==> src/rtl/zoom_sequencer_if.sv <==
// Handshake bundle between the user-input layer, the scaling datapath and zoom_sequencer.
// The master side drives buttons, switch faults and done; the slave side is the sequencer.
interface zoom_sequencer_if #(
  parameter int unsigned LEVEL_W = 3,
  parameter int unsigned ALG_W   = 2
);
  logic               zoom_in;
  logic               zoom_out;
  logic [ALG_W-1:0]   algorithm_select;
  logic               multiple_switches_error;
  logic               no_switch_selected_error;
  logic               done;
  logic               enable;
  logic               wren;
  logic [LEVEL_W-1:0] zoom_level;
  logic [LEVEL_W-1:0] target_level;
  logic [ALG_W-1:0]   active_alg;
  logic               busy;
  logic               pending;
  logic               invalid_zoom_error;
  logic               limit_error;
  logic               timeout_error;
  logic               overrun_error;

  modport master (
    output zoom_in, zoom_out, algorithm_select, multiple_switches_error,
           no_switch_selected_error, done,
    input  enable, wren, zoom_level, target_level, active_alg, busy, pending,
           invalid_zoom_error, limit_error, timeout_error, overrun_error
  );

  modport slave (
    input  zoom_in, zoom_out, algorithm_select, multiple_switches_error,
           no_switch_selected_error, done,
    output enable, wren, zoom_level, target_level, active_alg, busy, pending,
           invalid_zoom_error, limit_error, timeout_error, overrun_error
  );
endinterface

==> src/rtl/zoom_sequencer.sv <==
// Zoom job sequencer: edge-detects zoom buttons, buffers one pending request, runs each job
// through PROCESS/WRITE under a watchdog, and commits the level only after the write.
module zoom_sequencer #(
  parameter int unsigned LEVELS      = 5,
  parameter int unsigned LEVEL_W     = 3,
  parameter int unsigned RESET_LEVEL = 2,
  parameter int unsigned ALG_W       = 2,
  parameter int unsigned TIMEOUT     = 1024,
  parameter int unsigned TO_W        = 10
) (
  input  logic           clk,
  input  logic           reset,
  zoom_sequencer_if.slave bus
);

  typedef enum logic [1:0] {StIdle, StProcess, StWrite} state_e;

  localparam logic [LEVEL_W-1:0] MaxLevel   = LEVEL_W'(LEVELS - 1);
  localparam logic [LEVEL_W-1:0] ResetLevel = LEVEL_W'(RESET_LEVEL);
  localparam logic [TO_W-1:0]    WdLast     = TO_W'(TIMEOUT - 1);

  state_e             state_q;
  logic               zin_q, zout_q;
  logic [TO_W-1:0]    wd_q;
  logic [LEVEL_W-1:0] zoom_level_q, target_q;
  logic [ALG_W-1:0]   active_alg_q;
  logic               pend_q, pend_dir_q;
  logic [ALG_W-1:0]   pend_alg_q;
  logic               inv_err_q, limit_q, timeout_q, overrun_q;

  logic               rise_in, rise_out, one_rise;
  logic               req_valid, req_invalid, req_dir;
  logic [ALG_W-1:0]   req_alg;
  logic               launch_req, launch_dir, launch_ok;
  logic [ALG_W-1:0]   launch_alg;

  always_comb begin
    rise_in     = bus.zoom_in & ~zin_q;
    rise_out    = bus.zoom_out & ~zout_q;
    one_rise    = ~(bus.multiple_switches_error | bus.no_switch_selected_error) &
                  (rise_in ^ rise_out);
    req_dir     = rise_in;  // 1 = zoom in
    req_alg     = bus.algorithm_select;
    // Zoom-in pairs with MSB=0, zoom-out with MSB=1.
    req_valid   = one_rise & (rise_in ^ req_alg[ALG_W-1]);
    req_invalid = one_rise & ~req_valid;

    // The pending entry always launches ahead of a fresh request.
    launch_req  = pend_q | req_valid;
    launch_dir  = pend_q ? pend_dir_q : req_dir;
    launch_alg  = pend_q ? pend_alg_q : req_alg;
    launch_ok   = launch_dir ? (zoom_level_q < MaxLevel) : (zoom_level_q != '0);
  end

  always_ff @(posedge clk or posedge reset) begin
    if (reset) begin
      state_q      <= StIdle;
      zin_q        <= 1'b0;
      zout_q       <= 1'b0;
      wd_q         <= '0;
      zoom_level_q <= ResetLevel;
      target_q     <= ResetLevel;
      active_alg_q <= '0;
      pend_q       <= 1'b0;
      pend_dir_q   <= 1'b0;
      pend_alg_q   <= '0;
      inv_err_q    <= 1'b0;
      limit_q      <= 1'b0;
      timeout_q    <= 1'b0;
      overrun_q    <= 1'b0;
    end else begin
      zin_q     <= bus.zoom_in;
      zout_q    <= bus.zoom_out;
      limit_q   <= 1'b0;
      timeout_q <= 1'b0;
      overrun_q <= 1'b0;

      if (req_valid) begin
        inv_err_q <= 1'b0;
      end else if (req_invalid) begin
        inv_err_q <= 1'b1;
      end

      case (state_q)
        StIdle: begin
          if (launch_req) begin
            // A launched pending entry is replaced by a simultaneous new request.
            pend_q <= pend_q & req_valid;
            if (pend_q && req_valid) begin
              pend_dir_q <= req_dir;
              pend_alg_q <= req_alg;
            end
            if (launch_ok) begin
              target_q     <= launch_dir ? zoom_level_q + LEVEL_W'(1)
                                         : zoom_level_q - LEVEL_W'(1);
              active_alg_q <= launch_alg;
              wd_q         <= '0;
              state_q      <= StProcess;
            end else begin
              limit_q <= 1'b1;
            end
          end
        end
        StProcess: begin
          if (bus.done) begin
            state_q <= StWrite;
          end else if (wd_q == WdLast) begin
            state_q   <= StIdle;
            timeout_q <= 1'b1;
            target_q  <= zoom_level_q;
          end else begin
            wd_q <= wd_q + TO_W'(1);
          end
        end
        StWrite: begin
          zoom_level_q <= target_q;
          state_q      <= StIdle;
        end
        default: state_q <= StIdle;
      endcase

      if (state_q != StIdle && req_valid) begin
        if (pend_q) begin
          overrun_q <= 1'b1;
        end else begin
          pend_q     <= 1'b1;
          pend_dir_q <= req_dir;
          pend_alg_q <= req_alg;
        end
      end
    end
  end

  assign bus.enable             = (state_q == StProcess);
  assign bus.wren               = (state_q == StWrite);
  assign bus.busy               = (state_q != StIdle);
  assign bus.zoom_level         = zoom_level_q;
  assign bus.target_level       = target_q;
  assign bus.active_alg         = active_alg_q;
  assign bus.pending            = pend_q;
  assign bus.invalid_zoom_error = inv_err_q;
  assign bus.limit_error        = limit_q;
  assign bus.timeout_error      = timeout_q;
  assign bus.overrun_error      = overrun_q;

endmodule

==> src/flat_wrapper.sv <==
// flat-port wrapper written by rule: the top's interface ports become plain ports
module zoom_sequencer_flat 
#(
  parameter int unsigned LEVELS      = 5,
  parameter int unsigned LEVEL_W     = 3,
  parameter int unsigned RESET_LEVEL = 2,
  parameter int unsigned ALG_W       = 2,
  parameter int unsigned TIMEOUT     = 1024,
  parameter int unsigned TO_W        = 10
)
  (clk, reset, bus_zoom_in, bus_zoom_out, bus_algorithm_select, bus_multiple_switches_error, bus_no_switch_selected_error, bus_done, bus_enable, bus_wren, bus_zoom_level, bus_target_level, bus_active_alg, bus_busy, bus_pending, bus_invalid_zoom_error, bus_limit_error, bus_timeout_error, bus_overrun_error);
  zoom_sequencer_if #(.LEVEL_W(LEVEL_W), .ALG_W(ALG_W)) bus_i ();
  input  logic clk;
  input  logic reset;
  input wire logic [$bits(bus_i.zoom_in)-1:0] bus_zoom_in;
  input wire logic [$bits(bus_i.zoom_out)-1:0] bus_zoom_out;
  input wire logic [$bits(bus_i.algorithm_select)-1:0] bus_algorithm_select;
  input wire logic [$bits(bus_i.multiple_switches_error)-1:0] bus_multiple_switches_error;
  input wire logic [$bits(bus_i.no_switch_selected_error)-1:0] bus_no_switch_selected_error;
  input wire logic [$bits(bus_i.done)-1:0] bus_done;
  output wire logic [$bits(bus_i.enable)-1:0] bus_enable;
  output wire logic [$bits(bus_i.wren)-1:0] bus_wren;
  output wire logic [$bits(bus_i.zoom_level)-1:0] bus_zoom_level;
  output wire logic [$bits(bus_i.target_level)-1:0] bus_target_level;
  output wire logic [$bits(bus_i.active_alg)-1:0] bus_active_alg;
  output wire logic [$bits(bus_i.busy)-1:0] bus_busy;
  output wire logic [$bits(bus_i.pending)-1:0] bus_pending;
  output wire logic [$bits(bus_i.invalid_zoom_error)-1:0] bus_invalid_zoom_error;
  output wire logic [$bits(bus_i.limit_error)-1:0] bus_limit_error;
  output wire logic [$bits(bus_i.timeout_error)-1:0] bus_timeout_error;
  output wire logic [$bits(bus_i.overrun_error)-1:0] bus_overrun_error;
  assign bus_i.zoom_in = bus_zoom_in;
  assign bus_i.zoom_out = bus_zoom_out;
  assign bus_i.algorithm_select = bus_algorithm_select;
  assign bus_i.multiple_switches_error = bus_multiple_switches_error;
  assign bus_i.no_switch_selected_error = bus_no_switch_selected_error;
  assign bus_i.done = bus_done;
  assign bus_enable = bus_i.enable;
  assign bus_wren = bus_i.wren;
  assign bus_zoom_level = bus_i.zoom_level;
  assign bus_target_level = bus_i.target_level;
  assign bus_active_alg = bus_i.active_alg;
  assign bus_busy = bus_i.busy;
  assign bus_pending = bus_i.pending;
  assign bus_invalid_zoom_error = bus_i.invalid_zoom_error;
  assign bus_limit_error = bus_i.limit_error;
  assign bus_timeout_error = bus_i.timeout_error;
  assign bus_overrun_error = bus_i.overrun_error;
  zoom_sequencer #(.LEVELS(LEVELS), .LEVEL_W(LEVEL_W), .RESET_LEVEL(RESET_LEVEL), .ALG_W(ALG_W), .TIMEOUT(TIMEOUT), .TO_W(TO_W)) u_core (.clk(clk), .reset(reset), .bus(bus_i));
endmodule
==> config.mk <==
export PLATFORM = sky130hd
export DESIGN_NAME = zoom_sequencer_flat
export DESIGN_NICKNAME = d
export VERILOG_FILES = /design/src/rtl/zoom_sequencer_if.sv /design/src/rtl/zoom_sequencer.sv /design/src/flat_wrapper.sv
export SDC_FILE = /design/constraint.sdc
export NUM_CORES = 1
export LEC_CHECK = 0
export ABC_CLOCK_PERIOD_IN_PS = 2980
export CORE_MARGIN = 3
export CORE_UTILIZATION = 35
export CTS_CLUSTER_SIZE = 8
export DETAILED_ROUTE_END_ITERATION = 6
export SYNTH_ARGS = -nofsm -noshare
export SYNTH_HDL_FRONTEND = slang
export SYNTH_SLANG_ARGS = --single-unit
==> constraint.sdc <==
create_clock -name clk -period 2.98 [get_ports clk]
set_input_delay 0.894 -clock clk [delete_from_list [all_inputs] [get_ports clk]]
set_output_delay 0.894 -clock clk [all_outputs]
set_load 0.005 [all_outputs]
==> After elaboration in Yosys (flattened, before gate mapping) <==
Index checks and enable logic that the tools add are counted.
{ "totals": {"latch_bits": 0, "ff_bits": 30, "output_inout_bits": 16, "rom_bits": 0, "n_memories": 0, "mem_bits_rw": 0} }
{ "op_classes": {"order_cmp": 1, "eq_ne": 9, "div": 0, "n_shift": 0, "n_reduce_logical": 11, "multipliers": 0, "n_mux": 43, "n_addsub": 3, "n_bitwise": 14} }
{ "ops": {"columns": ["cell", "count"], "rows": [
  ["$mux W10", 4],
  ["$mux W1", 21],
  ["$mux W2", 10],
  ["$pmux W10 S2", 1],
  ["$mux W3", 5],
  ["$add A10 B1 Y10 const B", 1],
  ["$eq A10 B10 Y1 const B", 1],
  ["$reduce_and A5 Y1", 2],
  ["$and A1 B1 Y1", 6],
  ["$ne A2 B1 Y1 const B", 3],
  ["$pmux W3 S2", 1],
  ["$reduce_and A3 Y1", 2],
  ["$reduce_bool A2 Y1", 3],
  ["$ne A2 B2 Y1 const B", 2],
  ["$not A1 Y1", 4],
  ["$pmux W2 S2", 1],
  ["$add A3 B1 Y3 const B", 1],
  ["$lt A3 B3 Y1 const B", 1],
  ["$ne A3 B2 Y1 const B", 1],
  ["$reduce_bool A3 Y1", 1],
  ["$sub A3 B1 Y3 const B", 1],
  ["$eq A2 B1 Y1 const B", 1],
  ["$eq A2 B2 Y1 const B", 1],
  ["$logic_and A1 B1 Y1", 2],
  ["other kinds (3)", 5]
]} }

==> Logic depth before layout (Yosys ltp) <==
{ "logic_depth": {"word_depth": 11, "depth_mapped": 9, "ltp_nobuf": 8} }

==> Worst setup path before layout <==
No wires, ideal clock.
{ "synth_path": {"kind": "input -> register", "start": "input bus_no_switch_selected_error", "end": "register u_core.wd_q[7]", "required_time_ns": 2.854, "path_stages": 6, "slack_ns": 0.489, "n_path_buf": 1, "setup_time_ns": 0.126, "arrival_time_ns": 2.365, "cell_sequence": "nor2_1 -> or4b_4 -> a31oi_4 -> buf_6 -> nand3_4 -> a221o_1"} }
{ "synth_between": {"elab_chain_cells": 7} }
{ "synth_lines": {"columns": ["item", "line", "source"], "rows": [
  ["from (decl)", "flat_wrapper.sv:19", "input wire logic [$bits(bus_i.no_switch_selected_error)-1:0] bus_no_switch_selected_error;"],
  ["$or A1 B1 Y1", "zoom_sequencer.sv:40", "one_rise = ~(bus.multiple_switches_error | bus.no_switch_selected_error) &"],
  ["$not A1 Y1", "zoom_sequencer.sv:40", null],
  ["$and A1 B1 Y1", "zoom_sequencer.sv:40", null],
  ["$and A1 B1 Y1", "zoom_sequencer.sv:45", "req_valid = one_rise & (rise_in ^ req_alg[ALG_W-1]);"],
  ["$or A1 B1 Y1", "zoom_sequencer.sv:49", "launch_req = pend_q | req_valid;"],
  ["$ne A2 B1 Y1 (no line)", null, null],
  ["$reduce_and A5 Y1 (no line)", null, null],
  ["to (signal assigned)", "zoom_sequencer.sv:112", "wd_q <= wd_q + TO_W'(1);"],
  ["to (decl)", "zoom_sequencer.sv:24", "logic [TO_W-1:0] wd_q;"]
]} }
No other way between the ends.
A chain may end at the register's enable or synchronous reset.

==> Final worst setup path <==
{ "layout_path": {"start": "input bus_zoom_in", "end": "register u_core.target_q[2] (netlist: u_core.bus.target_level[2])"} }
{ "layout_between": {"elab_chain_cells": 7, "word_cells_on_any_way": 15, "cone_classes": "eq/ne: 2; mux: 6; bitwise: 6; reduce/logical: 1"} }
{ "layout_lines": {"columns": ["item", "line", "source"], "rows": [
  ["from (decl)", "flat_wrapper.sv:15", "input wire logic [$bits(bus_i.zoom_in)-1:0] bus_zoom_in;"],
  ["$and A1 B1 Y1 *", "zoom_sequencer.sv:38", "rise_in = bus.zoom_in & ~zin_q;"],
  ["$xor A1 B1 Y1", "zoom_sequencer.sv:41", "(rise_in ^ rise_out);"],
  ["$and A1 B1 Y1", "zoom_sequencer.sv:40", null],
  ["$and A1 B1 Y1", "zoom_sequencer.sv:45", null],
  ["$or A1 B1 Y1", "zoom_sequencer.sv:49", null],
  ["$ne A2 B1 Y1 (no line)", null, null],
  ["$reduce_and A5 Y1 (no line)", null, null],
  ["to (signal assigned)", "zoom_sequencer.sv:62", "target_q <= ResetLevel;"],
  ["to (signal assigned)", "zoom_sequencer.sv:94", "target_q <= launch_dir ? zoom_level_q + LEVEL_W'(1)"],
  ["to (signal assigned)", "zoom_sequencer.sv:110", "target_q <= zoom_level_q;"],
  ["to (decl)", "zoom_sequencer.sv:25", "logic [LEVEL_W-1:0] zoom_level_q, target_q;"]
]} }
Every way passes the cells marked *; elsewhere a longest branch is shown, timed or not. The select of a mux whose other input is x is not followed.

==> run summary <==
The run finished with clean final reports. Clock tree synthesis found a total of 30 sinks. The first global-routing pass estimated 6290 µm of wire. In this run the critical register-to-register path is launched from u_core.bus.pending. The worst hold path terminates at u_core.bus.active_alg[1].

The floorplan die width works out to 74.4 µm. The total die area is 5540 µm². Starting density of the core: 36.9%. The tools report the buffer type at the clock tree root as clkbuf_8.

In the layout the commonest cells are dfrtp_1, clkdlybuf4s50_1, nand2_1, buf_4, inv_1. Worst setup path category: in2reg. The critical path starts at bus_zoom_in. The floorplan has 24 rows.

Dividing the detail-routed via count by the number of cells gives 5.42. The leakage component of the power is 0.898 nW, and the final cycle utilization of the critical path is 92.5%. The endpoint identified for the worst register-to-register timing path is u_core.bus.target_level[2]. The synthesized netlist occupies a cell area of 1640 µm².

After the first detailed-routing iteration, the DRC count stood at 126. Measured in cells, the most critical reg-to-reg path has a length of 8. STA classifies the critical path startpoint as an input pin.

The TritonCTS buffer count was 5; the residual antenna-violating net count after detailed routing was 0. The wire length after detailed routing is 3590 µm, and the placed standard-cell area is 2000 µm². The number of stages on the worst hold path was 1. For the floorplan core area, the log shows 4440 µm². Post-route clock skew: 5.70 ps. Cells fill 46.8% of the core in the end.

The cell area after layout is 2080 µm². The cell count after synthesis came out at 154. For the worst-skew pair, the clock arrives at the later sink with an insertion delay of 280 ps.

The smallest clock period supported by the final layout is computed as 2760 ps. The worst-case IR drop observed on VDD is 0.467 mV. During synthesis, Yosys emitted a total of 0 warnings. For the pin with the worst max-slew slack, the measured transition is 481 ps. Dividing total power by cell area gives a power density of 857 nW/µm². Across all layers, the routed design uses 1,334 vias. The type of the worst min-delay path is reg2reg. Timing would allow up to 363 MHz. The number of nets in the final layout was 205; the count of buffers from port buffering was 24.

The first detailed-routing pass took 6 iterations. The layout overhead on the synthesized area works out to 26.9%. The worst reg-to-reg setup slack is 740 ps. The logs give 0 for the setup fix buffers added after clock tree synthesis and 2 for the maximum level of the CTS H-tree. The logs give 3140 ps for the data required time at the worst endpoint and 224 ps for the final setup slack of the worst path. TritonCTS built the clock tree.

The tools report the post-synthesis sequential area ratio as 46.0%. For this run, the leading register cell type out of synthesis is dfrtp_1. Setup repair after global routing left no endpoint under its margin. The tool flagged a number of max-cap violations equal to 0. The logs give 14.5% for the combined global-route utilization of all metal layers and 1,425 for the number of global-route vias before repair. The detail-routed net length per standard cell works out to 14.6 µm. The peak fanout along the critical path works out to 2.

For the final weighted congestion of routability-driven global placement, the log shows 0.788. Data on the critical path arrives at its endpoint at 2920 ps. Of the cells placed in the final design, the portion with a size suffix greater than 1 is 21.6%. The synthesized netlist contains 50 unique library cells. Each instance of the synthesized netlist takes up on average 10.6 µm². The logs give 0 for the total count of max-transition violations in the final report and 2610 µm for the HPWL reported at the end of detailed placement. The number of antenna violations at the first check in global routing was 0; the number of flops mapped to enable cells by yosys was 0. 25 I/O pins were placed. The tools report the global route total overflow as 0. The tools report the worst slack at placement as -65.4 ps. The start point of the worst min-delay path was u_core.bus.active_alg[1]. Setup violations remaining at the end of the flow were counted as 0.

The logs give 0 for the number of hold violations in the final report and 165 for the net count of the mapped netlist. Entering global routing, the biggest net connects 31 pins. The completed layout was analyzed and its total power is 1.78 mW. Leaving out fill and tap cells, the most frequent cell in the layout is dfrtp_1. The worst relative slew slack is 67.7%. Hold repair after CTS inserted 0 buffers.

The fraction of registers with async set/reset is 100%. Sort of element at the end of the critical path: a register. For the number of antenna repair diodes, the log shows 0. In this run, post-CTS repair resized a total of 0 instances.

For this run, design rule violations remaining after detail routing come to 0. The longest clock path from root to sink contains 2 buffers. The die is 74.4 µm tall.

The flip-flop and latch count after synthesis is 30, and the clock transition at the registers of the reported paths is 60 ps.
==> stage by stage <==
step                      setup TNS [ps]  hold slack [ps]  instances
after floorplan                        0              474        154
after global placement                 0              482        239
after CTS                              0              516        246
after detailed placement            -158              502        239
after global routing                   0              527        246
final                                  0              510        246
==> layout make-up <==
type / count / area (µm²)
Clock buffer: 7 / 76.3
Fill cell: 408 / 2360
Inverter: 12 / 45.0
Multi-Input combinational cell: 108 / 803
Sequential cell: 30 / 753
Tap cell: 52 / 65.1
Timing Repair Buffer: 37 / 338
==> state kept, by name, summed over array words and instances (netlist names) <==
register                       flops
u_core.bus.pending                 1
u_core.bus.active_alg              2
u_core.bus.overrun_error           1
u_core.bus.invalid_zoom_error      1
u_core.bus.limit_error             1
u_core.bus.zoom_level              3
u_core.bus.timeout_error           1
u_core.zin_q                       1
u_core.state_q                     2
u_core.wd_q                       10
u_core.pend_dir_q                  1
u_core.pend_alg_q                  2
u_core.zout_q                      1
u_core.bus.target_level            3
==> critical path: stages <==
cell             delay [ps]
clkdlybuf4s50_1         470
or3b_1                  370
and2_4                  180
fa_1                    380
inv_1                    70
a211oi_1                 50
a21oi_1                 170
xnor2_1                  80
mux2_2                  250
==> worst max path at each step <==
stage	endpoint	slack, ps	cells past startpoint
2_1_floorplan	u_core.wd_q[7]	490	6
3_3_place_gp	u_core.bus.target_level[2]	20	9
3_5_place_dp	u_core.bus.target_level[2]	-70	9
4_1_cts	u_core.bus.target_level[2]	230	9
5_1_grt	u_core.bus.target_level[2]	160	9
6_report	u_core.bus.target_level[2]	220	9
==> per-layer routing <==
metal | wire [µm] | GRT usage, % | share of wire, %
met5 | 0 | 0 | 0
met4 | 68 | 7.31 | 1.9
met3 | 151 | 3.24 | 4.2
met2 | 1790 | 23.0 | 50
met1 | 1580 | 18.7 | 44
==> synth_stat cells (all sizes together), types with 3 or more instances <==
cell type / number / area share, %
dfrtp: 28 / 43
nand2: 14 / 3.2
inv: 11 / 2.5
mux2: 11 / 7.6
nor2: 8 / 1.8
a21oi: 7 / 2.1
nand3: 7 / 3.2
and3: 6 / 2.4
o21ai: 6 / 1.8
nand4: 4 / 1.5
nor3b: 4 / 1.8
and2: 3 / 1.3
buf: 3 / 2.1
mux2i: 3 / 2.6
nand2b: 3 / 1.1
nor4: 3 / 1.1
==> kinds of logic after synthesis <==
group                    after synthesis  synth area share, %
adder cells (fa/ha/maj)                3                 2.60
AND/OR/NAND/NOR                       61                 21.8
XOR/XNOR                               3                 1.60
flip-flops                            30                 46.0
AO/OA/AOI/OAI                         27                 12.8
buffers and inverters                 16                 5.04
multiplexers                          14                 10.2
==> report_power, final <==
part	switching [mW]	internal [mW]	total, mW	leakage [nW]
combinational	0.389	0.422	0.811	0.479
clock	0.146	0.161	0.307	0.0383
sequential	0.126	0.539	0.665	0.381
Power figures use the tool's default switching activity.
